`src/rtl/joy_db15_tx.sv`:
```
// joy_db15_tx: DB15 joystick responder. Emulates a 74HC165-style PISO chain
// holding two player words, clocked and loaded by an asynchronous host.
module joy_db15_tx #(
  parameter int          FRAME_BITS  = 32,
  parameter int          WORD_BITS   = 16,
  parameter int          SYNC_STAGES = 2,
  parameter logic [23:0] TIMEOUT     = 24'd5_000_000
) (
  input  logic                 clk,
  input  logic                 reset,
  input  logic [WORD_BITS-1:0] joystick1,
  input  logic [WORD_BITS-1:0] joystick2,
  input  logic                 JOY_CLK,
  input  logic                 JOY_LOAD,
  output logic                 JOY_DATA,
  output logic                 frame_done,
  output logic [5:0]           bit_cnt,
  output logic                 overrun,
  output logic                 host_active
);

  localparam logic [5:0] FULL = 6'(FRAME_BITS);

  logic [SYNC_STAGES-1:0] clk_sync_q, clk_sync_d;
  logic [SYNC_STAGES-1:0] load_sync_q, load_sync_d;
  logic                   clk_dly_q, clk_dly_d;
  logic                   load_dly_q, load_dly_d;
  logic [FRAME_BITS-1:0]  sr_q, sr_d;
  logic [5:0]             cnt_q, cnt_d;
  logic                   frame_done_q, frame_done_d;
  logic                   overrun_q, overrun_d;
  logic                   active_q, active_d;
  logic [23:0]            wd_q, wd_d;

  logic clk_s, load_s, clk_rise, load_fall, shift;

  // Load is level-sensitive and overrides shifting; the load falling edge
  // clears overrun and restarts the watchdog regardless of shift activity.
  always_comb begin
    clk_sync_d   = {clk_sync_q[SYNC_STAGES-2:0], JOY_CLK};
    load_sync_d  = {load_sync_q[SYNC_STAGES-2:0], JOY_LOAD};
    clk_s        = clk_sync_q[SYNC_STAGES-1];
    load_s       = load_sync_q[SYNC_STAGES-1];
    clk_dly_d    = clk_s;
    load_dly_d   = load_s;
    clk_rise     = clk_s & ~clk_dly_q;
    load_fall    = ~load_s & load_dly_q;
    shift        = clk_rise & load_s;

    sr_d         = sr_q;
    cnt_d        = cnt_q;
    frame_done_d = 1'b0;
    overrun_d    = overrun_q;
    active_d     = active_q;
    wd_d         = wd_q;

    if (!load_s) begin
      sr_d  = ~{joystick2, joystick1};
      cnt_d = '0;
    end else if (shift) begin
      sr_d = {1'b1, sr_q[FRAME_BITS-1:1]};
      if (cnt_q < FULL) begin
        cnt_d        = cnt_q + 6'd1;
        frame_done_d = (cnt_q == FULL - 6'd1);
      end else begin
        overrun_d = 1'b1;
      end
    end

    if (load_fall) begin
      overrun_d = 1'b0;
      wd_d      = '0;
      active_d  = 1'b1;
    end else if (active_q) begin
      wd_d = wd_q + 24'd1;
      if (wd_d == TIMEOUT) active_d = 1'b0;
    end
  end

  always_ff @(posedge clk) begin
    if (reset) begin
      clk_sync_q   <= '1;
      load_sync_q  <= '1;
      clk_dly_q    <= 1'b1;
      load_dly_q   <= 1'b1;
      sr_q         <= '1;
      cnt_q        <= '0;
      frame_done_q <= 1'b0;
      overrun_q    <= 1'b0;
      active_q     <= 1'b0;
      wd_q         <= '0;
    end else begin
      clk_sync_q   <= clk_sync_d;
      load_sync_q  <= load_sync_d;
      clk_dly_q    <= clk_dly_d;
      load_dly_q   <= load_dly_d;
      sr_q         <= sr_d;
      cnt_q        <= cnt_d;
      frame_done_q <= frame_done_d;
      overrun_q    <= overrun_d;
      active_q     <= active_d;
      wd_q         <= wd_d;
    end
  end

  assign JOY_DATA    = sr_q[0];
  assign frame_done  = frame_done_q;
  assign bit_cnt     = cnt_q;
  assign overrun     = overrun_q;
  assign host_active = active_q;

endmodule

```
`config.mk`:
```
export PLATFORM = sky130hd
export DESIGN_NAME = joy_db15_tx
export DESIGN_NICKNAME = d
export VERILOG_FILES = /design/src/rtl/joy_db15_tx.sv
export SDC_FILE = /design/constraint.sdc
export NUM_CORES = 1
export LEC_CHECK = 0
export ABC_CLOCK_PERIOD_IN_PS = 2200
export CORE_AREA = 2 2 91 93
export DETAILED_ROUTE_END_ITERATION = 7
export DIE_AREA = 0 0 93 95
export PLACE_DENSITY_LB_ADDON = 0.25
export SYNTH_ARGS = -nofsm -noshare
export SYNTH_HDL_FRONTEND = slang
export SYNTH_SLANG_ARGS = --single-unit
export TNS_END_PERCENT = 50
```
`constraint.sdc`:
```
create_clock -name clk -period 2.2 [get_ports clk]
set_clock_uncertainty 0.2 [all_clocks]
set_input_delay 0.22 -clock clk [delete_from_list [all_inputs] [get_ports clk]]
set_output_delay 0.22 -clock clk [all_outputs]
set_load 0.05 [all_outputs]
```
==> results by stage, run 1 <==
Yosys:
- The number of distinct library cells after synthesis is 38.
- The sequential area share after synthesis is 41.1%.
- The cell taking the most area after synthesis is dfxtp_1.
- The mean area per synthesized cell is 9.52 um2.
- The number of instances in the synthesized netlist is 363.
- In this run, synthesis inferred 0 flip-flops with an integrated enable.
- The post-synthesis async set-or-reset flop share is 0%.
- In the post-synthesis netlist, the cell with the most instances is dfxtp_1.
- Synthesis inferred 71 register bits.
- In the synthesized netlist the dominant register cell turns out to be dfxtp_1.
- By area the synthesized netlist is led by dfxtp_1 (41%), mux2i_1 (19%), or2_2 (7.1%).
- Ranked by instance count, the synthesized netlist is headed by dfxtp_1 (71), mux2i_1 (65), nor2_1 (40), or2_2 (39), nand2_1 (22).
- The post-synthesis net count is 402.
- The mapped netlist covers 0.00346 mm2.
- The Yosys step of the flow raised 0 warnings.
- The area share of the leading cell type in the synthesized netlist is 41.1%.

Timing:
- The number of pins with negative max-slew slack in the final report came to 0.
- The final worst-path setup slack is 0.113 ns.
- Setup repair after global routing left no endpoint under its margin.
- The total negative setup slack is 0 ns.
- The count of endpoints failing hold in the final timing report is 0.
- The final worst-path cycle share is 94.9%.
- The time the final worst path needs with I/O delays and setup is 2.09 ns.
- The tightest slew margin relative to the limit is 66.8%.
- For the pin with the worst max-slew slack, the measured transition is 0.496 ns.
- Setup violations remaining at the end of the flow were counted as 0.
- The highest achievable clock rate is 479 MHz.

Place:
- The number of buffers inserted by port buffering is 45.
- Detailed placement ended at an HPWL of 4880 um.
- Routability-driven placement finished with a final weighted congestion of 0.857.
- At the placement stage, the worst setup path has a slack of 0.0545 ns.

Clock network:
- The H-tree depth is 3.
- The TritonCTS clock tree is done.
- The tree built by TritonCTS fans out to 71 sinks.
- The number of buffers between clock root and the deepest sink is 2.
- After clock tree synthesis, the clock-pin slew on the worst setup and hold paths is 0.08 ns.
- For the worst-skew pair, the clock arrives at the later sink with an insertion delay of 0.34 ns.
- The number of hold buffers added after CTS was 0.
- The CTS buffer count is 9.
- The root cell of the clock tree is clkbuf_8.

Worst setup path:
- In this run the worst setup path terminates at host_active.
- The worst flop-to-flop path endpoint is host_active.
- In this run the worst path has a maximum fanout of 7.
- The startpoint type of the worst setup path is a flop.
- The required time of the critical path is 2.23 ns.
- The type of the worst setup path is reg2reg.
- At the worst endpoint, the arrival time is 2.12 ns.
- Tracing the worst setup path back leads to its startpoint at wd_q[1].
- The path depth of the worst reg2reg path is 7.
- The worst setup path is captured at a flop.
- Across all register-to-register paths, the minimum setup slack is 0.11 ns.
- The worst register-to-register path begins at wd_q[1].

Global route:
- Entering global routing, the biggest net connects 26 pins.
- In the global route stage, met1 resource usage came out at 21.0%.
- The global routing usage on met2 is 26.8%.
- The initial antenna violation count is 0.
- In this run the most used layer during global routing was met2.
- The combined global-route utilization of all metal layers is 16.4%.
- The wire length of the first global-routing pass is 11700 um.
- The met3 layer usage reported by global route is 3.19%.
- The total overflow reported by the global router is 0.
- The number of global-route vias before repair is 2625.

Hold path:
- The path class of the lowest-slack min-delay path is reg2reg.
- The cell depth of the worst min-delay path is 1.

Power:
- The power per cell area is 629 mW/mm2.
- The analysis attributes to cell leakage a power of 1.71 nW.
- The design draws 2.77 mW.
- IR analysis of the VDD net gives a maximum drop of 0.000363 V.

Layout:
- The total area of multi-input combinational cells is 0.00193 mm2.
- Once layout is complete, the utilization of the core stands at 55.5%.
- The fraction of final layout cells sized beyond drive strength 1 is 22.7%.
- The signed area change from the synthesized netlist to the final layout is 27.3%.
- The number of nets in the finished design is 462.
- The repair_antennas step left the layout with diodes totalling 0.
- The sequential standard cell area is 0.00143 mm2.
- Counting the fill cells in the layout gives 725.

Floorplan:
- In this run the standard cell core region covers 0.00793 mm2.
- The number of primary I/O pins is 46.
- The chip height is 95 um.
- The die covers 0.00884 mm2.
- The floorplan has 33 rows.
- The width of the chip is 93 um.
- For this configuration, the core starts out at a cell density of 43.6%.

Flow run:
- The max-cap violation count is 0.

Drt:
- Detailed routing inserted a total of 2634 vias.
- The residual DRC count is 0.
- Before antenna repair, the detailed router went through 4 iterations.
- After detailed routing, the number of vias per cell comes to 4.94.
- In this run, the number of DRC markers left after iteration 0 of detailed routing was 130.
- Dividing the detail-routed wire length by the instance count gives 12.5 um.
- The overall routed net length is 6670 um.
- The number of routed nets with antenna violations is 0.

Outcome:
- The flow ran to the end, and the final reports show no timing, DRC or antenna violations.
==> cell families (layout without fill, tap and decap cells) <==
group	count (synthesis)	in the layout	share of synthesized area (%)
mux	66	66	19.1
buf+inv	24	89	3.84
xor+xnor	33	33	8.36
flops	71	71	41.1
compound gates	16	16	2.68
fa+ha+maj	3	3	1.09
simple gates	150	150	23.8
==> stage by stage <==
step / instance area (um2) / hold WS (ns) / cells
floorplan: 3460 / 0.124 / 363
finish: 4400 / 0.210 / 533
global route: 4400 / 0.227 / 533
CTS: 4380 / 0.212 / 533
detailed placement: 4140 / 0.197 / 517
global placement: 4140 / 0.191 / 517
==> repair_timing <==
item	in CTS	in global routing
hold endpoints to repair	0	0
setup endpoints to repair	0	3
buffers inserted	0	0
gates resized for setup	0	5
==> final cells by class <==
type | count | area share, %
clock inverters | 4 | 1.73
clock buffers | 12 | 3.75
multi-input cells | 268 | 43.7
inverters | 2 | 0.171
well taps | 105 | 2.98
repair buffers | 71 | 15.2
flip-flops and latches | 71 | 32.4
==> state kept, by name, summed over array words and instances, names as in the netlist <==
| register | count |
|---|---|
| overrun | 1 |
| load_dly_q | 1 |
| clk_dly_q | 1 |
| load_sync_q | 2 |
| bit_cnt | 6 |
| clk_sync_q | 2 |
| sr_q | 32 |
| wd_q | 24 |
| frame_done | 1 |
| host_active | 1 |
==> routing by layer <==
| metal | vias to the layer above | wire, um |
|---|---|---|
| met2 | 43 | 3070 |
| met4 | 0 | 118 |
| met5 | - | 0 |
| met1 | 1215 | 3290 |
| met3 | 10 | 196 |
| li1 | 1366 | - |
==> placed cells by master, fill, tap and decap left out, drive strengths merged <==
| cell | count |
|---|---|
| dfxtp | 71 |
| mux2i | 65 |
| clkdlybuf4s50 | 45 |
| nor2 | 40 |
| or2 | 39 |
| buf | 26 |
| nand2 | 22 |
| xor2 | 17 |
| xnor2 | 16 |
| clkbuf | 12 |
| nand4 | 12 |
| a31oi | 8 |
| nor3 | 8 |
| nand3 | 5 |
| o21ai | 4 |
| nor4 | 4 |
| and4 | 4 |
| or4 | 3 |
| ha | 3 |
| and3 | 3 |
| a21oi | 3 |
| inv | 2 |
| or3 | 2 |
| bufinv | 2 |
| nor2b | 2 |
| nor3b | 2 |
| and2 | 1 |
| nand2b | 1 |
| mux2 | 1 |
| nor4b | 1 |
| nand4b | 1 |
| o21bai | 1 |
| clkinvlp | 1 |
| clkinv | 1 |
==> critical path: stages, from the launching register on <==
cell	delay (ns)
dfxtp_2	0.35
ha_1	0.21
and3_4	0.20
nor3b_2	0.15
a31oi_1	0.05
or4_1	0.55
nor4_2	0.15
a31oi_1	0.10
==> power by group <==
group / total, mW / leakage, nW / switching [mW] / internal (mW)
Sequential: 1.33 / 0.578 / 0.0166 / 1.31
Clock: 1.23 / 0.119 / 0.499 / 0.734
Combinational: 0.207 / 1.02 / 0.0813 / 0.125
Total: 2.77 / 1.71 / 0.597 / 2.17
==> how the worst min path moves through the flow <==
stage                              start             end  slack [ns]
final                     load_sync_q[0]  load_sync_q[1]        0.21
after global routing      load_sync_q[0]  load_sync_q[1]        0.23
after CTS                 load_sync_q[0]  load_sync_q[1]        0.21
after detailed placement  load_sync_q[0]  load_sync_q[1]        0.20
after global placement     clk_sync_q[0]   clk_sync_q[1]        0.19
after floorplan                  JOY_CLK   clk_sync_q[0]        0.12
Note: power is estimated with default switching activity, not from simulation.
==> run 2: changes to the inputs <==
--- a/config.mk
+++ b/config.mk
@@ -6,9 +6,9 @@
 export NUM_CORES = 1
 export LEC_CHECK = 0
 export ABC_CLOCK_PERIOD_IN_PS = 2200
-export CORE_AREA = 2 2 91 93
+export CORE_AREA = 4 4 93 95
 export DETAILED_ROUTE_END_ITERATION = 7
-export DIE_AREA = 0 0 93 95
+export DIE_AREA = 0 0 97 99
 export PLACE_DENSITY_LB_ADDON = 0.25
 export SYNTH_ARGS = -nofsm -noshare
 export SYNTH_HDL_FRONTEND = slang
==> run 2 against run 1 <==
- sequential power about the same
- largest power group unchanged
- register-to-register slack lost 0.03 ns
- first-iteration DRC count is 1.5% higher
- clock power fell by 18%
- final area decreased by 1.6%
- critical endpoint unchanged
- worst setup slack worse by 0.027 ns
- worst hold slack worse by 0.0067 ns
- clock-buffer cell count is 3 lower
- global-route usage shrank 1.6 points
- cell count fell by 1.3%
- via count increased by 0.49%
==> results by stage, run 2 (synthesized netlist as in run 1, its figures left out) <==
Floorplan:
- The chip height is 99 um (+4.2%).
- The area enclosed by the die boundary is 0.00960 mm2 (+8.7%).
- The number of rows created at floorplan is 32 (-3.0%).
- The width of the chip came to 97 um (+4.3%).
- The placeable core region is 0.00773 mm2 (-2.5%).
- The number of primary I/O pins was 46 (unchanged).
- The starting density of the core came to 44.7% (+1.1 points).

Global route:
- The largest net degree at the start of global routing is 38 (+46%).
- The initial antenna violation count is 0 (unchanged).
- The total overflow reported by the global router was 0 (unchanged).
- The number of global-route vias before repair came to 2544 (-3.1%).
- The combined global-route utilization of all metal layers came to 14.8% (-1.6 points).
- The wire length of the first global-routing pass is 11800 um (+0.94%).

Place:
- The number of buffers inserted by port buffering is 45 (unchanged).
- The post-detailed-placement cell area is 0.00409 mm2 (-1.3%).
- The detailed placement HPWL is 4790 um (-1.8%).
- The final weighted congestion in routability-driven placement is 0.854 (-0.39%).

Power:
- The power per cell area is 587 mW/mm2 (-6.7%).
- The net switching power of the design is 0.593 mW (-0.68%).
- The net switching fraction of the power is 23.3% (+1.8 points).
- The leakage power of the design is 1.68 nW (-2.2%).
- The worst-case vdd ir drop is 0.000297 V (-18%).
- The proportion of power drawn by combinational gates is 7.9% (+0.4 points).
- The overall power consumption is 2.54 mW (-8.2%).
- The internal power came to 1.95 mW (-10%).
- The share of total power in sequential cells is 52.3% (+4.3 points).
- The proportion of power drawn by the clock network is 39.8% (-4.7 points).

Clock network:
- The TritonCTS clock tree is done.
- The number of buffers between clock root and the deepest sink is 2 (unchanged).
- The clock-pin slew on the worst setup and hold paths is 0.08 ns (about the same).
- The H-tree depth is 3 (unchanged).
- The number of sinks driven by the clock tree is 71 (unchanged).
- The clock network latency to the later pin of the worst-skew pair is 0.34 ns (about the same).
- The tree is rooted in a clkbuf_8.
- The number of hold buffers added after cts is 0 (unchanged).
- The CTS buffer count was 9 (unchanged).

Worst setup path:
- The worst setup path is captured at a flop.
- The path depth of the worst reg2reg path is 7 (unchanged).
- The data arrival time of the worst path is 2.13 ns (about the same).
- The cell with the largest stage delay on the worst path is or4_1.
- The critical path goes through ha_4, and3_4, nor3b_2, a31oi_1, or4_1, nor4_2, a31oi_1.
- The critical path ends at host_active.
- The most numerous cell type found on the critical path is a31oi_1.
- The required time of the critical path came to 2.22 ns (about the same).
- The startpoint identified for the worst register-to-register timing path is wd_q[0].
- The type of the worst setup path is reg2reg.
- The longest individual stage delay on the worst path is 0.52 ns (-0.03 ns).
- The startpoint type of the worst setup path is a flop.
- The peak fanout along the critical path is 6 (-1).
- The worst flop-to-flop path endpoint is host_active.
- The minimum setup slack among reg-to-reg paths is 0.09 ns (-0.03 ns).
- In this run the worst setup path begins at wd_q[0].

Layout:
- The finished layout cell area is 0.00433 mm2 (-1.6%).
- The signed area change from the synthesized netlist to the final layout is 25.3%.
- The flip-flop count of the largest register, all copies and words added is 32 (unchanged).
- The number of nets in the finished design was 459 (-0.65%).
- Leaving out fill and tap cells, the most frequent cell in the layout is dfxtp_1.
- The fraction of final layout cells sized beyond drive strength 1 came to 22.9% (+0.21 points).
- In the layout the commonest cells are dfxtp_1 (67), mux2i_1 (65), clkdlybuf4s50_1 (45), nor2_1 (40), or2_2 (39).
- sr_q holds more flip-flops than any other register.
- The number of inserted diodes was 0 (unchanged).

Timing:
- The tightest slew margin relative to the limit came to 63.3% (-3.6 points).
- The number of setup violations in the final report is 0 (unchanged).
- The total negative setup slack came to 0 ns (unchanged).
- The pin slew with the least headroom to its limit was 0.551 ns (+0.0549 ns).
- The time the final worst path needs with I/O delays and setup is 2.11 ns (+0.0273 ns).
- The final worst-path cycle share came to 96.1% (+1.2 points).
- The number of pins with negative max-slew slack in the final report is 0 (unchanged).
- Setup repair after global routing could not meet its margin everywhere.
- The count of endpoints failing hold in the final timing report was 0 (unchanged).
- The highest achievable clock rate is 473 MHz (-1.3%).

Drt:
- The via density per instance is 5.03 (+1.8%).
- The DRC violation total after the first TritonRoute iteration is 132 (+1.5%).
- The number of routed nets with antenna violations is 0 (unchanged).
- The residual DRC count is 0 (unchanged).
- The detailed-route via count is 2647 (+0.49%).
- The length of the first detailed-routing pass in iterations is 4 (unchanged).
- The final routed wire length divided by cell count is 13.0 um (+4.1%).
- The overall routed net length is 6860 um (+2.8%).

Outcome:
- The flow ran to the end, and the final reports show no timing, DRC or antenna violations.

Hold path:
- The path class of the lowest-slack min-delay path is reg2reg.
- The cell depth of the worst min-delay path is 1 (unchanged).

Flow run:
- The max-cap violation count is 0 (unchanged).
run 2: layer usage:
layer | GRT usage (%) | up-vias | wire length, um
met5 | 0 | - | 0
met4 | 6.59 | 0 | 109
met3 | 3.26 | 10 | 292
met2 | 24.5 | 56 | 3200
met1 | 18.4 | 1226 | 3260
li1 | - | 1355 | -
run 2: power by group through the flow:
stage	Sequential (mW)	Combinational, mW	Clock, mW
floorplan	1.36	0.106	0
global placement	1.36	0.198	0
detailed placement	1.36	0.201	0
CTS	1.33	0.201	1.05
global route	1.33	0.220	1.10
finish	1.33	0.199	1.01
run 2: cell type report:
cell class | instances | area (um2)
fillers | 688 | 3400
multi-input cells | 268 | 1940
flip-flops and latches | 71 | 1430
repair buffers | 68 | 636
well taps | 102 | 128
clock buffers | 9 | 124
clock inverters | 6 | 62.6
inverters | 2 | 7.51
run 2: worst min-delay path by stage:
stage | end | startpoint | slack, ns
4_1_cts | clk_sync_q[1] | clk_sync_q[0] | 0.21
5_1_grt | clk_sync_q[1] | clk_sync_q[0] | 0.22
2_1_floorplan | clk_sync_q[0] | JOY_CLK | 0.12
3_3_place_gp | load_sync_q[1] | load_sync_q[0] | 0.19
6_report | clk_sync_q[1] | clk_sync_q[0] | 0.20
3_5_place_dp | clk_sync_q[1] | clk_sync_q[0] | 0.20
run 2: stage by stage:
step / setup slack [ns] / hold WS (ns) / utilization, % / std cells
floorplan: 0.0142 / 0.124 / - / 363
global placement: 0.107 / 0.191 / 52.9 / 509
detailed placement: 0.0421 / 0.198 / 52.9 / 509
CTS: 0.0161 / 0.207 / 55.3 / 524
global route: -0.0176 / 0.225 / 56.0 / 526
finish: 0.0853 / 0.203 / 56.0 / 526
run 2: critical path, delay by kind of cell, from the launching register on:
family / cells / cell delay [ns]
DFF: 1 / 0.37
adders and majority gates: 1 / 0.16
AOI/OAI and AO/OA: 2 / 0.16
and+or+nand+nor: 4 / 1.10
run 2: repair_timing:
action / CTS / global route
setup buffers: 0 / 2
gates resized for setup: 0 / 13
setup endpoints to repair: 0 / 2
==> run 3: changes to the inputs <==
--- a/config.mk
+++ b/config.mk
@@ -6,10 +6,11 @@
 export NUM_CORES = 1
 export LEC_CHECK = 0
 export ABC_CLOCK_PERIOD_IN_PS = 2200
+export CAP_MARGIN = 20
 export CORE_AREA = 4 4 93 95
 export DETAILED_ROUTE_END_ITERATION = 7
 export DIE_AREA = 0 0 97 99
-export PLACE_DENSITY_LB_ADDON = 0.25
+export PLACE_DENSITY = 0.74
 export SYNTH_ARGS = -nofsm -noshare
 export SYNTH_HDL_FRONTEND = slang
 export SYNTH_SLANG_ARGS = --single-unit
==> run 3 against run 2 <==
- sequential cell count is the same
- critical endpoint unchanged
- worst hold slack better by 0.012 ns
- global-route usage up 0.084 points
- clock-buffer cell count increased by 2
- final area grew 0.81%
- first-iteration DRC count is 33% lower
- worst setup slack lost 0.0047 ns
- sequential power about the same
- non-clock buffer count increased by 1
- clock power decreased by 5%
- die area stayed put
- core utilization rose by 0.45 points
==> results by stage, run 3 (synthesized netlist as in run 1, its figures left out) <==
Outcome:
- The run finished with clean final reports.

Power:
- The overall power consumption is 2.49 mW (-2.0%).
- The share of total power in sequential cells is 53.4% (+1.1 points).
- The proportion of power drawn by the clock network is 38.3% (-1.5 points).
- The internal power is 1.95 mW (+0.24%).
- The worst-case vdd ir drop came to 0.000377 V (+27%).
- The net switching fraction of the power is 21.6% (-1.7 points).
- The proportion of power drawn by combinational gates is 8.3% (+0.4 points).
- The leakage power of the design is 1.69 nW (+0.73%).
- The net switching power of the design is 0.539 mW (-9.2%).
- The power per cell area is 571 mW/mm2 (-2.7%).

Clock network:
- TritonCTS built the clock tree.
- The CTS buffer count is 9 (unchanged).
- The number of sinks driven by the clock tree is 71 (unchanged).
- The number of hold buffers added after cts is 0 (unchanged).
- The tree is rooted in a clkbuf_8.
- The clock network latency to the later pin of the worst-skew pair came to 0.33 ns (about the same).
- The clock-pin slew on the worst setup and hold paths was 0.07 ns (about the same).
- The H-tree depth is 3 (unchanged).
- The number of buffers between clock root and the deepest sink is 2 (unchanged).

Drt:
- The final routed wire length divided by cell count is 13.0 um (-0.39%).
- The DRC violation total after the first TritonRoute iteration was 89 (-33%).
- The residual DRC count was 0 (unchanged).
- The overall routed net length is 6840 um (-0.20%).
- The detailed-route via count is 2687 (+1.5%).
- The via density per instance came to 5.10 (+1.3%).
- The number of routed nets with antenna violations came to 0 (unchanged).
- The length of the first detailed-routing pass in iterations is 4 (unchanged).

Timing:
- The number of setup violations in the final report is 0 (unchanged).
- The pin slew with the least headroom to its limit was 0.503 ns (-0.0473 ns).
- The time the final worst path needs with I/O delays and setup is 2.12 ns (+0.00473 ns).
- The number of pins with negative max-slew slack in the final report is 0 (unchanged).
- The highest achievable clock rate is 472 MHz (-0.22%).
- The count of endpoints failing hold in the final timing report is 0 (unchanged).
- The tightest slew margin relative to the limit is 66.3% (+3.0 points).
- The final worst-path cycle share was 96.3% (+0.22 points).

Worst setup path:
- The longest individual stage delay on the worst path is 0.53 ns (about the same).
- Among all stages on the critical path, the largest delay is contributed by or4_4.
- The worst register-to-register path ends at host_active.
- The required time of the critical path came to 2.21 ns (about the same).
- The data arrival time of the worst path is 2.13 ns (about the same).
- The dominant cell type by count on the critical path is a31oi_1.
- The kind of cell with the highest combined delay along the critical path is simple AND/OR/NAND/NOR gates.
- The start of the worst register-to-register path is wd_q[1].
- The minimum setup slack among reg-to-reg paths is 0.08 ns (about the same).
- The termination of the worst setup path is host_active.
- The logic depth of the worst path, buffers included is 7 (unchanged).
- Tracing the worst setup path back leads to its startpoint at wd_q[1].
- The worst setup path is of the reg2reg kind.
- The path depth of the worst reg2reg path came to 7 (unchanged).
- The peak fanout along the critical path is 7 (+1).
- The startpoint type of the worst setup path is a flop.
- The sum of buffers and inverters on the critical path is 0 (unchanged).
- STA classifies the critical path endpoint as a flop.
- The signal on the critical path passes through ha_4, and3_4, nor3b_2, a31oi_1, or4_4, nor4_4, a31oi_1.

Floorplan:
- The area enclosed by the die boundary is 0.00960 mm2 (unchanged).
- The placeable core region is 0.00773 mm2 (unchanged).
- The chip height is 99 um (unchanged).
- The starting density of the core is 44.7% (unchanged).
- The number of rows created at floorplan is 32 (unchanged).
- The number of primary I/O pins came to 46 (unchanged).
- The width of the chip is 97 um (unchanged).

Global route:
- The largest net degree at the start of global routing is 39 (+2.6%).
- The total overflow reported by the global router is 0 (unchanged).
- The initial antenna violation count was 0 (unchanged).
- The wire length of the first global-routing pass is 11900 um (+0.93%).
- The combined global-route utilization of all metal layers is 14.9% (+0.084 points).
- The number of global-route vias before repair was 2738 (+7.6%).

Layout:
- The number of filler cells placed in the layout was 672 (-2.3%).
- The number of nets in the finished design was 460 (+0.22%).
- The fraction of final layout cells sized beyond drive strength 1 is 23.1% (+0.18 points).
- Leaving out fill and tap cells, the most frequent cell in the layout is dfxtp_1.
- Leaving out fill and tap cells, the most frequent cells in the layout are dfxtp_1 (66), mux2i_1 (65), clkdlybuf4s50_1 (45), nor2_1 (40), or2_2 (39).
- The number of inserted diodes came to 0 (unchanged).
- The final core area utilization is 56.5% (+0.45 points).
- The largest register by flop count is sr_q.
- Compared with the post-synthesis result, the final layout area differs by 26.3%.
- The flip-flop count of the largest register, all copies and words added came to 32 (unchanged).

Place:
- The detailed placement HPWL is 4980 um (+4.0%).
- The final weighted congestion in routability-driven placement is 0.908 (+6.4%).
- The number of buffers inserted by port buffering is 45 (unchanged).

Hold path:
- The path class of the lowest-slack min-delay path is reg2reg.

Flow run:
- The max-cap violation count was 0 (unchanged).
run 3: worst min-delay path by stage:
| stage | to | startpoint | slack [ns] | cells after the start |
|---|---|---|---|---|
| 2_1_floorplan | clk_sync_q[0] | JOY_CLK | 0.12 | 1 |
| 3_3_place_gp | clk_sync_q[1] | clk_sync_q[0] | 0.19 | 1 |
| 3_5_place_dp | clk_sync_q[1] | clk_sync_q[0] | 0.20 | 1 |
| 4_1_cts | clk_sync_q[1] | clk_sync_q[0] | 0.22 | 1 |
| 5_1_grt | clk_sync_q[1] | clk_sync_q[0] | 0.23 | 1 |
| 6_report | load_sync_q[1] | load_sync_q[0] | 0.22 | 1 |
run 3: metal layers:
| metal | wire length, um | vias to the layer above | global-route usage, % |
|---|---|---|---|
| li1 | - | 1357 | - |
| met1 | 2990 | 1255 | 17.5 |
| met2 | 3370 | 58 | 25.0 |
| met3 | 339 | 17 | 5.10 |
| met4 | 151 | 0 | 5.62 |
| met5 | 0 | - | 0 |
run 3: through the flow:
step | hold slack, ns | setup TNS, ns | worst slack, ns | instance area [um2] | std cells
3_5_place_dp | 0.196 | 0 | 0.0173 | 4100 | 510
5_1_grt | 0.230 | -0.00238 | -0.00238 | 4370 | 527
4_1_cts | 0.220 | 0 | 0.0115 | 4280 | 525
3_3_place_gp | 0.192 | 0 | 0.0593 | 4100 | 510
6_report | 0.216 | 0 | 0.0806 | 4370 | 527
2_1_floorplan | 0.124 | 0 | 0.0142 | 3460 | 363
run 3: cell type report:
class	instances	area [um2]	area share [%]
Multi-Input combinational cell	268	1970	45.2
Sequential cell	71	1430	32.8
Timing Repair Buffer	69	647	14.8
Clock buffer	11	131	3.01
Tap cell	102	128	2.92
Clock inverter	4	47.5	1.09
Inverter	2	7.51	0.172
run 3: worst register-to-register path, cell delays in order, from the launching register on:
cell and delay [ns]:
dfxtp_4 0.38, ha_4 0.17, and3_4 0.20, nor3b_2 0.15, a31oi_1 0.06, or4_4 0.53
nor4_4 0.22, a31oi_1 0.10
run 3: power by group through the flow:
stage	Combinational [mW]	Sequential (mW)	Clock, mW
floorplan	0.106	1.36	0
global placement	0.202	1.36	0
detailed placement	0.205	1.36	0
CTS	0.206	1.33	0.990
global route	0.228	1.33	1.05
finish	0.207	1.33	0.955
run 3: what timing repair did:
action | CTS | global route
pin swaps | 0 | 4
gates resized for setup | 1 | 17
hold endpoints to repair | 0 | 0
buffers inserted | 0 | 2
endpoints found under the setup margin | 1 | 2
